==> src/rtl/skew_feed_if.sv <==
// Handshake/bus bundle between the skew-feed sequencer and its environment.
// The master drives tile commands; the slave (sequencer) drives bank reads and strobes.
interface skew_feed_if #(
  parameter int unsigned BUFFER_SIZE  = 9,
  parameter int unsigned BUFFER_COUNT = 16
);
  localparam int unsigned AW = $clog2(BUFFER_SIZE);
  localparam int unsigned KW = $clog2(BUFFER_SIZE + 1);

  logic                       start;
  logic [KW-1:0]              k_len;
  logic                       hold;
  logic [BUFFER_COUNT-1:0]    rd_en;
  logic [BUFFER_COUNT*AW-1:0] rd_addr;
  logic [BUFFER_COUNT-1:0]    in_valid;
  logic                       busy;
  logic                       done;
  logic                       err;

  modport master (
    output start, k_len, hold,
    input  rd_en, rd_addr, in_valid, busy, done, err
  );

  modport slave (
    input  start, k_len, hold,
    output rd_en, rd_addr, in_valid, busy, done, err
  );
endinterface

==> src/rtl/skew_feed_ctrl.sv <==
// Diagonal-wavefront read sequencer for the operand skew-buffer bank.
// Lane 0 issues addresses 0..K-1; lane i replays lane 0 delayed i non-held cycles.
module skew_feed_ctrl #(
  parameter int unsigned DATA_WIDTH   = 8,
  parameter int unsigned BUFFER_SIZE  = 9,
  parameter int unsigned BUFFER_COUNT = 16
) (
  input  logic        clk,
  input  logic        rst,
  skew_feed_if.slave  bus_io
);
  localparam int unsigned AW = $clog2(BUFFER_SIZE);
  localparam int unsigned KW = $clog2(BUFFER_SIZE + 1);
  localparam int unsigned BC = BUFFER_COUNT;

  if (DATA_WIDTH == 0 || BUFFER_COUNT < 2 || BUFFER_SIZE < 2) begin : g_param_check
    $error("skew_feed_ctrl: unsupported parameter set");
  end

  typedef enum logic [1:0] {StIdle, StRun, StDrain, StFin} state_e;

  state_e           state_q, state_d;
  logic [KW-1:0]    k_q, k_d;
  logic [KW-1:0]    cnt_q, cnt_d;
  logic [BC-1:0]    pipe_en_q, pipe_en_d;
  logic [BC*AW-1:0] addr_q, addr_d;
  logic [BC-1:0]    rd_en_q, rd_en_d;
  logic [BC-1:0]    in_valid_q, in_valid_d;
  logic             busy_q, busy_d;
  logic             done_q, done_d;
  logic             err_q, err_d;
  logic             last_q, last_d;

  logic             issue_en;
  logic [AW-1:0]    issue_addr;
  logic             k_legal;
  logic             can_start;
  logic             last_hit;

  assign k_legal   = (bus_io.k_len != '0) && (bus_io.k_len <= KW'(BUFFER_SIZE));
  assign can_start = ((state_q == StIdle) || (state_q == StFin)) && bus_io.start && !bus_io.hold;
  // Lane BC-1 is reading the final address; its in_valid follows regardless of hold.
  assign last_hit  = rd_en_q[BC-1] && (addr_q[(BC-1)*AW +: AW] == AW'(k_q - KW'(1)));

  always_comb begin
    state_d    = state_q;
    k_d        = k_q;
    cnt_d      = cnt_q;
    busy_d     = busy_q;
    done_d     = 1'b0;
    err_d      = 1'b0;
    last_d     = last_q;
    issue_en   = 1'b0;
    issue_addr = '0;

    unique case (state_q)
      StIdle, StFin: begin
        state_d = StIdle;
        busy_d  = 1'b0;
        last_d  = 1'b0;
        if (can_start) begin
          if (k_legal) begin
            k_d        = bus_io.k_len;
            cnt_d      = KW'(1);
            busy_d     = 1'b1;
            issue_en   = 1'b1;
            issue_addr = '0;
            state_d    = (bus_io.k_len == KW'(1)) ? StDrain : StRun;
          end else begin
            err_d = 1'b1;
          end
        end
      end
      StRun: begin
        if (!bus_io.hold) begin
          issue_en   = 1'b1;
          issue_addr = cnt_q[AW-1:0];
          cnt_d      = cnt_q + KW'(1);
          if (cnt_q == k_q - KW'(1)) begin
            state_d = StDrain;
          end
        end
      end
      StDrain: begin
        if (last_hit) begin
          last_d = 1'b1;
        end
        if (last_q && !bus_io.hold) begin
          state_d = StFin;
          busy_d  = 1'b0;
          done_d  = 1'b1;
        end
      end
      default: state_d = StIdle;
    endcase
  end

  // Wavefront pipeline: frozen under hold, while the read strobes are forced low.
  always_comb begin
    pipe_en_d  = pipe_en_q;
    addr_d     = addr_q;
    rd_en_d    = '0;
    in_valid_d = rd_en_q;
    if (!bus_io.hold) begin
      pipe_en_d = {pipe_en_q[BC-2:0], issue_en};
      addr_d    = {addr_q[(BC-1)*AW-1:0], issue_addr};
      rd_en_d   = pipe_en_d;
    end
  end

  always_ff @(posedge clk) begin
    if (rst) begin
      state_q    <= StIdle;
      k_q        <= '0;
      cnt_q      <= '0;
      pipe_en_q  <= '0;
      addr_q     <= '0;
      rd_en_q    <= '0;
      in_valid_q <= '0;
      busy_q     <= 1'b0;
      done_q     <= 1'b0;
      err_q      <= 1'b0;
      last_q     <= 1'b0;
    end else begin
      state_q    <= state_d;
      k_q        <= k_d;
      cnt_q      <= cnt_d;
      pipe_en_q  <= pipe_en_d;
      addr_q     <= addr_d;
      rd_en_q    <= rd_en_d;
      in_valid_q <= in_valid_d;
      busy_q     <= busy_d;
      done_q     <= done_d;
      err_q      <= err_d;
      last_q     <= last_d;
    end
  end

  assign bus_io.rd_en    = rd_en_q;
  assign bus_io.rd_addr  = addr_q;
  assign bus_io.in_valid = in_valid_q;
  assign bus_io.busy     = busy_q;
  assign bus_io.done     = done_q;
  assign bus_io.err      = err_q;
endmodule

==> src/flat_wrapper.sv <==
// flat-port wrapper written by rule: the top's interface ports become plain ports
module skew_feed_ctrl_flat 
#(
  parameter int unsigned DATA_WIDTH   = 8,
  parameter int unsigned BUFFER_SIZE  = 9,
  parameter int unsigned BUFFER_COUNT = 16
)
  (clk, rst, bus_io_start, bus_io_k_len, bus_io_hold, bus_io_rd_en, bus_io_rd_addr, bus_io_in_valid, bus_io_busy, bus_io_done, bus_io_err);
  skew_feed_if #(.BUFFER_SIZE(BUFFER_SIZE), .BUFFER_COUNT(BUFFER_COUNT)) bus_io_i ();
  input  logic clk;
  input  logic rst;
  input wire logic [$bits(bus_io_i.start)-1:0] bus_io_start;
  input wire logic [$bits(bus_io_i.k_len)-1:0] bus_io_k_len;
  input wire logic [$bits(bus_io_i.hold)-1:0] bus_io_hold;
  output wire logic [$bits(bus_io_i.rd_en)-1:0] bus_io_rd_en;
  output wire logic [$bits(bus_io_i.rd_addr)-1:0] bus_io_rd_addr;
  output wire logic [$bits(bus_io_i.in_valid)-1:0] bus_io_in_valid;
  output wire logic [$bits(bus_io_i.busy)-1:0] bus_io_busy;
  output wire logic [$bits(bus_io_i.done)-1:0] bus_io_done;
  output wire logic [$bits(bus_io_i.err)-1:0] bus_io_err;
  assign bus_io_i.start = bus_io_start;
  assign bus_io_i.k_len = bus_io_k_len;
  assign bus_io_i.hold = bus_io_hold;
  assign bus_io_rd_en = bus_io_i.rd_en;
  assign bus_io_rd_addr = bus_io_i.rd_addr;
  assign bus_io_in_valid = bus_io_i.in_valid;
  assign bus_io_busy = bus_io_i.busy;
  assign bus_io_done = bus_io_i.done;
  assign bus_io_err = bus_io_i.err;
  skew_feed_ctrl #(.DATA_WIDTH(DATA_WIDTH), .BUFFER_SIZE(BUFFER_SIZE), .BUFFER_COUNT(BUFFER_COUNT)) u_core (.clk(clk), .rst(rst), .bus_io(bus_io_i));
endmodule
==> config.mk <==
export PLATFORM = sky130hd
export DESIGN_NAME = skew_feed_ctrl_flat
export DESIGN_NICKNAME = d
export VERILOG_FILES = /design/src/rtl/skew_feed_if.sv /design/src/rtl/skew_feed_ctrl.sv /design/src/flat_wrapper.sv
export SDC_FILE = /design/constraint.sdc
export NUM_CORES = 1
export LEC_CHECK = 0
export CAP_MARGIN = 25
export CORE_ASPECT_RATIO = 1.4
export CORE_MARGIN = 3
export CORE_UTILIZATION = 44
export DETAILED_ROUTE_END_ITERATION = 8
export PLACE_DENSITY = 0.75
export SLEW_MARGIN = 40
export SYNTH_ARGS = -nofsm -noshare
export SYNTH_HDL_FRONTEND = slang
export SYNTH_SLANG_ARGS = --single-unit
==> constraint.sdc <==
create_clock -name clk -period 1.69 [get_ports clk]
set_input_delay 0.2535 -clock clk [delete_from_list [all_inputs] [get_ports clk]]
set_output_delay 0.2535 -clock clk [all_outputs]
set_load 0.02 [all_outputs]
Yosys cells after proc, flatten, opt, wreduce, memory -nomap -nowiden
Index checks and enable logic that the tools add are counted.
Widths: inputs -> output; s select.

operators by class
  $lt $le $gt $ge = 1
  mux-type cells = 21
  equal/unequal tests = 12
  $add $sub $neg = 2
  reductions and logical operators = 20
  bitwise logic cells = 3

operator list
  cell                 count
  $mux 4               4
  $mux 2               6
  $ne 2x1->1 const B   5
  $eq 4x4->1           2
  $pmux 4 s2           1
  $mux 1               6
  $pmux 1 s2           3
  $pmux 2 s3           1
  $reduce_and 3->1     2
  $reduce_or 2->1      3
  $logic_and 1x1->1    5
  $add 4x1->4 const B  1
  $eq 2x2->1 const B   2
  $eq 4x1->1 const B   1
  $le 4x4->1 const B   1
  $reduce_and 2->1     2
  $reduce_and 4->1     1
  $reduce_bool 2->1    2
  $reduce_bool 4->1    1
  $sub 4x1->4 const B  1
  $not 1->1            3
  $reduce_or 3->1      1
  $eq 2x1->1 const B   1
  $logic_not 2->1      1
  other kinds (3)      3

storage, ports and cells
  output and inout bits = 99
  logic and storage cells = 70
  bits of input ports = 8
  bits in registers = 125

Depth between registers and ports, before layout
Gate-level depths: netlist of run 1.

  depth after elaboration = 6
  mapped depth = 7
  depth with buffers taken out = 6

Worst setup path after synthesis of run 1
No wires, ideal clock.

  kind = reg2reg
  start = register u_core.k_q[0]
  end = register u_core.last_q
  setup time = 0.071 ns
  data required time = 1.619 ns
  slack = 0.045 ns
  buffers on the path = 0
  data arrival time = 1.574 ns
  clock period less this slack = 1.645 ns
  cell stages (with the launch flop) = 7
  path through = dfxtp_1 > inv_1 > ha_1 > xor2_1 > xor2_1 > or4_1 > a21oi_1

between the ends
  longest elaborated chain between the ends = 5

RTL lines
  item                               RTL line               source
  start, declared                    skew_feed_ctrl.sv:23   logic [KW-1:0] k_q, k_d;
  start signal, assigned             skew_feed_ctrl.sv:126  k_q <= k_d;
  $sub 4x1->4                        skew_feed_ctrl.sv:43   assign last_hit = rd_en_q[BC-1] && (addr_q[(BC-1)*AW +: AW] == AW'(k_q - KW'(1)));
  $eq 4x4->1                         skew_feed_ctrl.sv:43
  $logic_and 1x1->1                  skew_feed_ctrl.sv:43
  $ne 2x1->1 (no source line)        -
  $reduce_and 2->1 (no source line)  -
  end signal, assigned               skew_feed_ctrl.sv:135  last_q <= last_d;
  end, declared                      skew_feed_ctrl.sv:32   logic last_q, last_d;

No other way between the ends.
A chain may end at the register's enable or synchronous reset.

Worst setup path after layout of run 1
  start = register u_core.addr_q[12] (netlist: u_core.bus_io.rd_addr[12])
  end = output port bus_io_rd_addr[12]

RTL lines
  item                    RTL line               source
  start, declared         skew_feed_ctrl.sv:26   logic [BC*AW-1:0] addr_q, addr_d;
  start signal, assigned  skew_feed_ctrl.sv:129  addr_q <= addr_d;
  end, declared           flat_wrapper.sv:16     output wire logic [$bits(bus_io_i.rd_addr)-1:0] bus_io_rd_addr;

No word-level cell between the ends.

==> metrics.md, run 1 <==
| Metric | Value |
|---|---|
| Final wirelength | 10200 µm |
| Slew headroom | 0.655 |
| Sw frac | 0.243 |
| Sequential Power Share | 0.401 |
| Root Driver | clkbuf_16 |
| Worst skew pair latency | 0.41 ns |
| Vias per cell | 4.90 |
| Routed Antenna Nets | 0 |
| Row cnt | 43 |
| Num ports | 107 |
| Worst slack, placed | -0.271 ns |
| Crit start category | flip-flop |
| First-pass GRT wire length | 16600 µm |
| R2R cell count | 7 |
| Initial Utilization | 0.455 |
| Initial antenna violation count | 0 |
| Synth warnings | 0 |
| Die H | 126 µm |
| Vias | 3416 |
| Yosys top cell by area | dfxtp_1 |
| PwrDens | 1160 nW/µm² |
| Worst-margin pin slew | 0.517 ns |
| Max Freq | 0.602 GHz |
| Final Hold Vio Count | 0 |
| Fin nets | 561 |
| Delay-heaviest family, CP | buffers and inverters |
| Critical Path RT | 1.44 ns |
| Met2 WL | 5220 µm |
| Clk pwr share | 0.475 |
| Gate power share | 0.124 |
| Crit path max-delay cell type | clkdlybuf4s50_1 |
| Post-Route M1 WL | 4180 µm |
| Setup crit end kind | output pin |
| Final min period | 1.66 ns |
| Routed wl met3 | 506 µm |
| Ant. Diodes | 0 |
| Sink Count | 125 |
| Max Slew Vio Count | 0 |
| Worst setup margin | 0.0291 ns |
| Filler instances | 739 |
| Cell variety after synth | 40 |
| Die area | 11600 µm² |
| Gpl congestion | 0.861 |
| Mapped Area | 4530 µm² |
| Run status | complete, no violations |
| Core Area | 9950 µm² |
| Async S/R FF share, synth | 0 |
| Seq. cell area | 2500 µm² |
| Post-DP HPWL | 6830 µm |
| Max Root-Sink Buffers | 2 |
| DRC | 0 |
| Critical Path Fanout Max | 3 |
| Max-cap violations | 0 |
| P_leak | 3.25 nW |
| Buffers on Ports | 106 |
| Iter 0 DRT Violations | 186 |
| Die Wd | 91.7 µm |
| Switching Power | 0.00185 W |
| Multi-input logic area | 1980 µm² |
| Largest net degree at the start of global routing | 56 |
| TritonCTS clock tree | done |
| Clock transition at the registers of the reported paths | 0.05 ns |
| Hold path cells | 2 |
| Mapped Nets | 439 |
| Final period util | 0.983 |
| Synth top area share | 0.553 |
| Top routing layer used | met4 |
| Layout cells sized above 1 | 0.141 |
| Final setup skew | 0.00775 ns |
| Post-synthesis sequential area ratio | 0.553 |
| First-pass DRT Iterations | 4 |
| CP Depth | 1 |
| Drt wl/cell | 14.7 µm |
| Main flop type after synthesis | dfxtp_1 |
| CP arrival | 1.41 ns |
| #FFs+latches synth | 125 |
| Internal | 0.00575 W |
| Total CTS buffers | 17 |
| Synth area leaders | dfxtp_1 (55%), mux2i_1 (17%), nor2_1 (6.9%) |
| Synth-to-Final Area Change | 45.3% |
| H-Tree Depth | 4 |
| Peak VDD IR | 0.000807 V |
| Top post-synthesis cells by count | dfxtp_1 (125), nor2_1 (83), mux2i_1 (78) |
| Post-Synthesis Cells | 427 |
| Tot GR Track Use | 0.182 |
| Count leader, synth | dfxtp_1 |
| CP Class | flip-flop to output pin |
| WP buf/inv | 1 |
| Final-report setup violation count | 0 |
| Avg Inst Size Synth | 10.6 µm² |
| Vias in the first global route | 3452 |
| Hold WC Path Type | input port to flip-flop |
| Largest stage delay, worst path | 0.63 ns |
| Total global routing overflow | 0 |
| Final Power | 0.00760 W |
| Post-synth EDFFs | 0 |
| Crit-path cells | clkdlybuf4s50_1 |
[layer usage]
layer | up-vias | GRT usage
met5 | - | 0
met4 | 0 | 0.0822
met3 | 24 | 0.0669
met2 | 107 | 0.311
met1 | 1597 | 0.201
li1 | 1688 | -
[cells in the final DEF (no fill, tap or decap), types with 3 or more instances in the layout]
master,count
clkinv_4,5
inv_1,6
nor3_2,5
nor2_1,82
bufinv_16,3
xnor2_1,6
nand3_1,5
and2_1,15
clkbuf_16,17
mux2i_1,78
or4_1,3
a21oi_1,8
xor2_1,3
nor2b_1,18
clkdlybuf4s50_1,64
a21oi_2,3
dlygate4sd2_1,8
buf_4,21
nand2_1,6
dfxtp_1,123
dlymetal6s2s_1,32
clkinv_2,4
[worst register-to-register path, stage by stage, from the launching register on]
cell and delay, ns:
dfxtp_2 0.35, inv_2 0.05, ha_4 0.29, buf_6 0.12
nand2_2 0.07, o32ai_4 0.37, and4_1 0.26, nor3_2 0.04
[power groups by stage]
stage	Clock, W	Sequential, W	Combinational, W
after global routing	0.00383	0.00306	0.00102
final	0.00361	0.00305	0.000941
after global placement	0	0.00310	0.000727
after detailed placement	0	0.00310	0.000757
after floorplan	0	0.00311	0.000504
after CTS	0.00368	0.00304	0.000802
[state kept, by name (all words and copies together) (netlist names), 2 cells and up]
register,cells
u_core.bus_io.in_valid,16
u_core.cnt_q,4
u_core.k_q,4
u_core.pipe_en_q,15
u_core.bus_io.rd_addr,64
u_core.bus_io.rd_en,16
u_core.state_q,2
[area by class of cell]
type / instances / share of cell area
well taps: 135 / 0.0257
repair buffers: 127 / 0.198
clock inverters: 14 / 0.0259
multi-input cells: 271 / 0.301
clock buffers: 18 / 0.0652
inverters: 7 / 0.00399
flip-flops and latches: 125 / 0.381
[timing repair]
| item | in CTS | in global routing |
|---|---|---|
| endpoints found under the setup margin | 18 | 46 |
| hold buffers | 0 | 0 |
| setup buffers | 3 | 3 |
| endpoints found under the hold margin | 0 | 0 |
| resized for setup | 9 | 47 |
| pin swaps | 2 | 7 |
[path summary, 6_finish.rpt]
kind                                                 from  slack, ns                    endpoint
worst max-delay path            u_core.bus_io.rd_addr[12]       0.03          bus_io_rd_addr[12]
worst min-delay path                                  rst        0.1          u_core.bus_io.busy
worst max register to register          u_core.state_q[0]       0.03             u_core.cnt_q[2]
worst min register to register    u_core.bus_io.rd_en[11]       0.46  u_core.bus_io.in_valid[11]
[metrics by stage]
step	hold WS (ns)	std cells	setup TNS (ns)	cell area, µm²	util
2_1_floorplan	0.401	427	0	4530	-
5_1_grt	0.0960	697	-0.127	6580	0.661
3_5_place_dp	0.453	659	-2.31	5770	0.580
4_1_cts	0.0781	694	0	6400	0.643
3_3_place_gp	0.443	659	-1.51	5770	0.580
6_report	0.0989	697	0	6580	0.661
[cells by family after synthesis]
group | Yosys count | share of synthesized area
simple gates | 149 | 0.166
flops | 125 | 0.553
mux | 78 | 0.172
buf+inv | 31 | 0.0287
compound gates | 29 | 0.0478
xor+xnor | 11 | 0.0213
fa+ha+maj | 4 | 0.0111
Note: power is estimated with default switching activity, not from simulation.
==> inputs of run 2 (changes only) <==
Settings changed: CORE_UTILIZATION 44 to 45, DONT_BUFFER_PORTS set to 1, PLACE_DENSITY 0.75 to not set, PLACE_DENSITY_LB_ADDON set to 0.12.
==> run 2 against run 1 <==
  * The run now ends with negative hold slack left
  * Register-to-register slack about the same
  * First-iteration DRC count decreased by 30%
  * Sequential power about the same
  * Largest cell class unchanged
==> metrics.md, run 2 (synthesis gave the netlist of run 1 again) <==
| Metric | Value |
|---|---|
| Max reg flops | 64 |
| Row cnt | 42 |
| Clk pwr share | 0.499 |
| Final wirelength | 10100 µm |
| Max Root-Sink Buffers | 2 |
| CP arrival | 1.97 ns |
| Root Driver | clkbuf_16 |
| Largest net degree at the start of global routing | 111 |
| Internal | 0.00575 W |
| DP Area | 4660 µm² |
| Routed Antenna Nets | 0 |
| Switching Power | 0.00172 W |
| Highest-count cells in the layout ignoring fill and taps | dfxtp_1 (122), dlygate4sd3_1 (96), nor2_1 (83) |
| Vias | 3365 |
| Hold WC Path Type | input port to flip-flop |
| Ant. Diodes | 0 |
| Final min period | 1.65 ns |
| TritonCTS clock tree | done |
| Worst skew pair latency | 0.41 ns |
| DRC | 0 |
| Iter 0 DRT Violations | 131 |
| Violated checks | negative hold slack |
| Run status | finished, violations left |
| P_leak | 2.86 nW |
| Critical Path RT | 2.01 ns |
| Hold path endpoint | u_core.state_q[0] |
| Sw frac | 0.231 |
| Sequential Power Share | 0.411 |
| Clock transition at the registers of the reported paths | 0.05 ns |
| Total global routing overflow | 0 |
| Finished Layout Cells | 675 |
| Filler instances | 773 |
| Tot GR Track Use | 0.186 |
| Gpl congestion | 0.759 |
| Fin nets | 542 |
| # placed instances | 544 |
| Hold path cells | 1 |
| Setup crit end kind | flip-flop |
| Layout cells sized above 1 | 0.118 |
| Initial Utilization | 0.471 |
| Slew headroom | 0.714 |
| Total CTS buffers | 17 |
| Gate power share | 0.090 |
| Hold WS | -0.0709 ns |
| Final Hold Vio Count | 12 |
| Post-DP HPWL | 5590 µm |
| PwrDens | 1180 nW/µm² |
| Final Power | 0.00747 W |
| Num ports | 107 |
| Crit start category | flip-flop |
| R2R cell count | 6 |
| Final core utilization | 0.660 |
| CP Class | flip-flop to flip-flop |
| Worst-margin pin slew | 0.426 ns |
| Final period util | 0.978 |
| Worst r2r dst | u_core.state_q[1] |
| Worst hold start | rst |
| Max Slew Vio Count | 0 |
| Max-cap violations | 0 |
| Design Area, Final | 6350 µm² |
| Initial antenna violation count | 0 |
| First-pass DRT Iterations | 4 |
| R2R Path Start | u_core.state_q[0] |
| Synth-to-Final Area Change | 40.1% |
| Die area | 11300 µm² |
| Critical Path Fanout Max | 6 |
| Core Area | 9620 µm² |
| Most common cell after layout, fill and taps aside | dfxtp_1 |
| Final-report setup violation count | 0 |
| First-pass GRT wire length | 17000 µm |
| Buffers on Ports | 0 |
| Setup tns final | 0 ns |
| Sink Count | 125 |
| Vias in the first global route | 3483 |
| Die Wd | 90.8 µm |
| Peak VDD IR | 0.000777 V |
| Drt wl/cell | 15.0 µm |
| Register-to-register setup slack | 0.04 ns |
| Max Freq | 0.605 GHz |
| Seq. cell area | 2510 µm² |
| Die H | 125 µm |
| H-Tree Depth | 4 |
| Final setup skew | 0.00732 ns |
| Vias per cell | 4.99 |
| Multi-input logic area | 1960 µm² |
==> run 2: changes by cell type in the layout (fill, tap and decap cells not counted), moves of 3 or more <==
cell | before | now
dlymetal6s2s_1 | 32 | 0
dlygate4sd2_1 | 8 | 0
clkdlybuf4s50_1 | 64 | 0
dlygate4sd3_1 | 0 | 96
buf_4 | 21 | 11
clkinv_2 | 4 | 1
==> run 2: layout make-up <==
| cell class | instances | share of cell area |
|---|---|---|
| Clock buffer | 20 | 0.0720 |
| Clock inverter | 12 | 0.0254 |
| Inverter | 7 | 0.00414 |
| Multi-Input combinational cell | 271 | 0.310 |
| Sequential cell | 125 | 0.395 |
| Tap cell | 132 | 0.0260 |
| Timing Repair Buffer | 108 | 0.168 |
==> run 2: critical path: stages, from the launching register on <==
cell,delay [ns]
dfxtp_2,0.35
inv_1,0.08
ha_4,0.18
o21a_1,0.23
nor4_4,0.33
a311oi_1,0.16
a211oi_1,0.23
==> run 2: power by group through the flow <==
stage | sequential (W) | combinational, W | clock, W
after floorplan | 0.00311 | 0.000504 | 0
after global placement | 0.00312 | 0.000530 | 0
after detailed placement | 0.00312 | 0.000547 | 0
after CTS | 0.00306 | 0.000584 | 0.00381
after global routing | 0.00308 | 0.000720 | 0.00395
final | 0.00307 | 0.000671 | 0.00373
==> run 2: metrics by stage <==
step,hold slack (ns),worst slack [ns]
after floorplan,0.401,0.0453
after global placement,0.333,0.0250
after detailed placement,0.335,-0.0575
after CTS,-0.100,-0.0152
after global routing,-0.0939,-0.0193
final,-0.0709,0.0377
==> run 2: repair_timing <==
action	CTS	global route
setup buffers	2	1
endpoints found under the setup margin	9	15
hold endpoints to repair	107	12
gates cloned	0	0
pin swaps	1	2
hold buffers	95	1
resized for setup	1	12
==> run 2: how the worst max path moves through the flow <==
| stage | to | depth (start not counted) | start | slack (ns) |
|---|---|---|---|---|
| final | u_core.state_q[1] | 6 | u_core.state_q[0] | 0.04 |
| after global routing | u_core.k_q[0] | 7 | u_core.state_q[0] | -0.02 |
| after CTS | u_core.k_q[0] | 7 | u_core.state_q[0] | -0.02 |
| after detailed placement | u_core.k_q[0] | 6 | u_core.state_q[0] | -0.06 |
| after global placement | u_core.cnt_q[2] | 6 | u_core.state_q[0] | 0.02 |
| after floorplan | u_core.last_q | 6 | u_core.k_q[0] | 0.05 |
==> run 2: routing by layer <==
layer / track usage / vias up / share of wire / routed length, µm
met2: 0.316 / 91 / 0.51 / 5150
met5: 0 / - / 0 / 0
li1: - / 1645 / - / -
met4: 0.100 / 0 / 0.023 / 237
met1: 0.195 / 1609 / 0.39 / 3910
met3: 0.0749 / 20 / 0.081 / 817
==> inputs of run 3 (changes only) <==
Settings changed: SKIP_LAST_GASP set to 1.
==> run 3 against run 2 <==
  * The run still ends with negative hold slack left
  * Largest power group unchanged
  * Non-clock buffer count did not move
  * Cell area shrank 0.14%
  * Worst hold slack worse by 0.015 ns
  * Utilization is 0.091 points lower
  * Register-to-register slack hardly changed
  * Maximum frequency increased by 0.12%
  * Critical path depth is the same
  * Clock skew barely moved
  * Clock power about the same
  * Die area unchanged
  * Highest routed layer unchanged
  * Combinational power about the same
  * Clock-buffer cell count did not move
==> metrics.md, run 3 (synthesis gave the netlist of run 1 again) <==
| Metric | Value |
|---|---|
| Crit path max-delay cell type | dfxtp_2 |
| Clk pwr share | 0.499 |
| Multi-input logic area | 1960 µm² |
| Largest net degree at the start of global routing | 111 |
| Initial antenna violation count | 0 |
| DRC | 0 |
| First-pass DRT Iterations | 4 |
| Sw frac | 0.231 |
| Die H | 125 µm |
| Clock transition at the registers of the reported paths | 0.05 ns |
| Routed Antenna Nets | 0 |
| P_leak | 2.86 nW |
| Sink Count | 125 |
| CP Class | flip-flop to flip-flop |
| First-pass GRT wire length | 17000 µm |
| Hold WC Path Type | input port to flip-flop |
| TritonCTS clock tree | done |
| Worst-margin pin slew | 0.426 ns |
| Worst skew pair latency | 0.41 ns |
| Finished Layout Cells | 675 |
| Final Hold Vio Count | 12 |
| Gate power share | 0.090 |
| Max Root-Sink Buffers | 2 |
| Final period util | 0.976 |
| Max Slew Vio Count | 0 |
| CP arrival | 1.97 ns |
| Largest stage delay, worst path | 0.35 ns |
| Peak VDD IR | 0.000778 V |
| Internal | 0.00575 W |
| Layout cells sized above 1 | 0.114 |
| Crit-path cells | inv_1 > ha_4 > o21a_1 > nor4_4 > a311oi_1 > a211oi_1 |
| Num ports | 107 |
| Root Driver | clkbuf_16 |
| Final setup skew | 0.00741 ns |
| Max Freq | 0.606 GHz |
| Max reg flops | 64 |
| Initial Utilization | 0.471 |
| Buffers on Ports | 0 |
| Highest-count cells in the layout ignoring fill and taps | dfxtp_1 (122), dlygate4sd3_1 (96), nor2_1 (83) |
| Max-cap violations | 0 |
| Hold WS | -0.0860 ns |
| Tot GR Track Use | 0.186 |
| Drt wl/cell | 14.9 µm |
| Most common cell after layout, fill and taps aside | dfxtp_1 |
| Final-report setup violation count | 0 |
| Setup crit end kind | flip-flop |
| Worst slack, placed | -0.0575 ns |
| Slew headroom | 0.714 |
| Crit start category | flip-flop |
| Critical Path Fanout Max | 6 |
| Post-DP HPWL | 5590 µm |
| Fin nets | 542 |
| Run status | finished, violations left |
| Gpl congestion | 0.759 |
| Unrepaired setup endpoints after global routing | yes |
| Vias | 3372 |
| Die Wd | 90.8 µm |
| Row cnt | 42 |
| PwrDens | 1180 nW/µm² |
| Filler instances | 775 |
| Critical Path RT | 2.01 ns |
| # placed instances | 544 |
| Final wirelength | 10100 µm |
| Seq. cell area | 2510 µm² |
| Die area | 11300 µm² |
| Vias per cell | 5.00 |
| Total global routing overflow | 0 |
| Core Area | 9620 µm² |
| Iter 0 DRT Violations | 125 |
| Violated checks | negative hold slack |
| Ant. Diodes | 0 |
| Worst setup margin | 0.0398 ns |
| Sequential Power Share | 0.411 |
| H-Tree Depth | 4 |
| Switching Power | 0.00172 W |
| Final min period | 1.65 ns |
| Total CTS buffers | 17 |
| Synth-to-Final Area Change | 40.0% |
| Vias in the first global route | 3484 |
==> run 3: cell counts in the layout (fill, tap and decap cells not counted) <==
No cell type changed its count.
==> run 3: repair_timing <==
action,in CTS,in global routing
hold buffers,95,1
buffers inserted,2,1
hold endpoints to repair,107,12
gates resized for setup,1,10
setup endpoints to repair,9,15
pin swaps,1,2
==> run 3: final timing paths <==
| check | startpoint | endpoint | slack [ns] | cells past startpoint |
|---|---|---|---|---|
| worst max-delay path | u_core.state_q[0] | u_core.state_q[1] | 0.04 | 6 |
| worst min-delay path | rst | u_core.cnt_q[0] | -0.09 | 1 |
| worst max register to register | u_core.state_q[0] | u_core.state_q[1] | 0.04 | 6 |
| worst min register to register | u_core.pipe_en_q[14] | u_core.bus_io.rd_en[15] | 0.47 | 1 |
==> run 3: layout make-up <==
cell class	count	area share
Timing Repair Buffer	108	0.168
Clock inverter	12	0.0255
Inverter	7	0.00415
Tap cell	132	0.0261
Multi-Input combinational cell	271	0.309
Clock buffer	20	0.0721
Sequential cell	125	0.396
==> run 3: layer usage <==
metal  vias up  global-route usage  wire length (µm)
li1       1647                   -                 -
met1      1614               0.195              3940
met2        91               0.316              5120
met3        20              0.0749               794
met4         0               0.100               237
met5         -                   0                 0
==> run 3: worst max-delay path, delay by kind of cell (launching register included) <==
family          cells  cell delay, ns
compound gates      3            0.62
flops               1            0.35
simple gates        1            0.33
fa+ha+maj           1            0.18
buf+inv             1            0.08
==> run 3: power groups by stage <==
stage / combinational, W / sequential, W / clock (W)
6_report: 0.000670 / 0.00307 / 0.00373
2_1_floorplan: 0.000504 / 0.00311 / 0
3_5_place_dp: 0.000547 / 0.00312 / 0
3_3_place_gp: 0.000530 / 0.00312 / 0
5_1_grt: 0.000718 / 0.00308 / 0.00395
4_1_cts: 0.000584 / 0.00306 / 0.00381
==> run 3: stage by stage <==
| step | power, W | TNS (ns) | area [µm²] | util |
|---|---|---|---|---|
| after floorplan | 0.00361 | 0 | 4530 | - |
| after global placement | 0.00365 | 0 | 4660 | 0.484 |
| after detailed placement | 0.00367 | -0.253 | 4660 | 0.484 |
| after CTS | 0.00745 | -0.0152 | 6260 | 0.651 |
| after global routing | 0.00774 | -0.110 | 6340 | 0.659 |
| final | 0.00747 | 0 | 6340 | 0.659 |
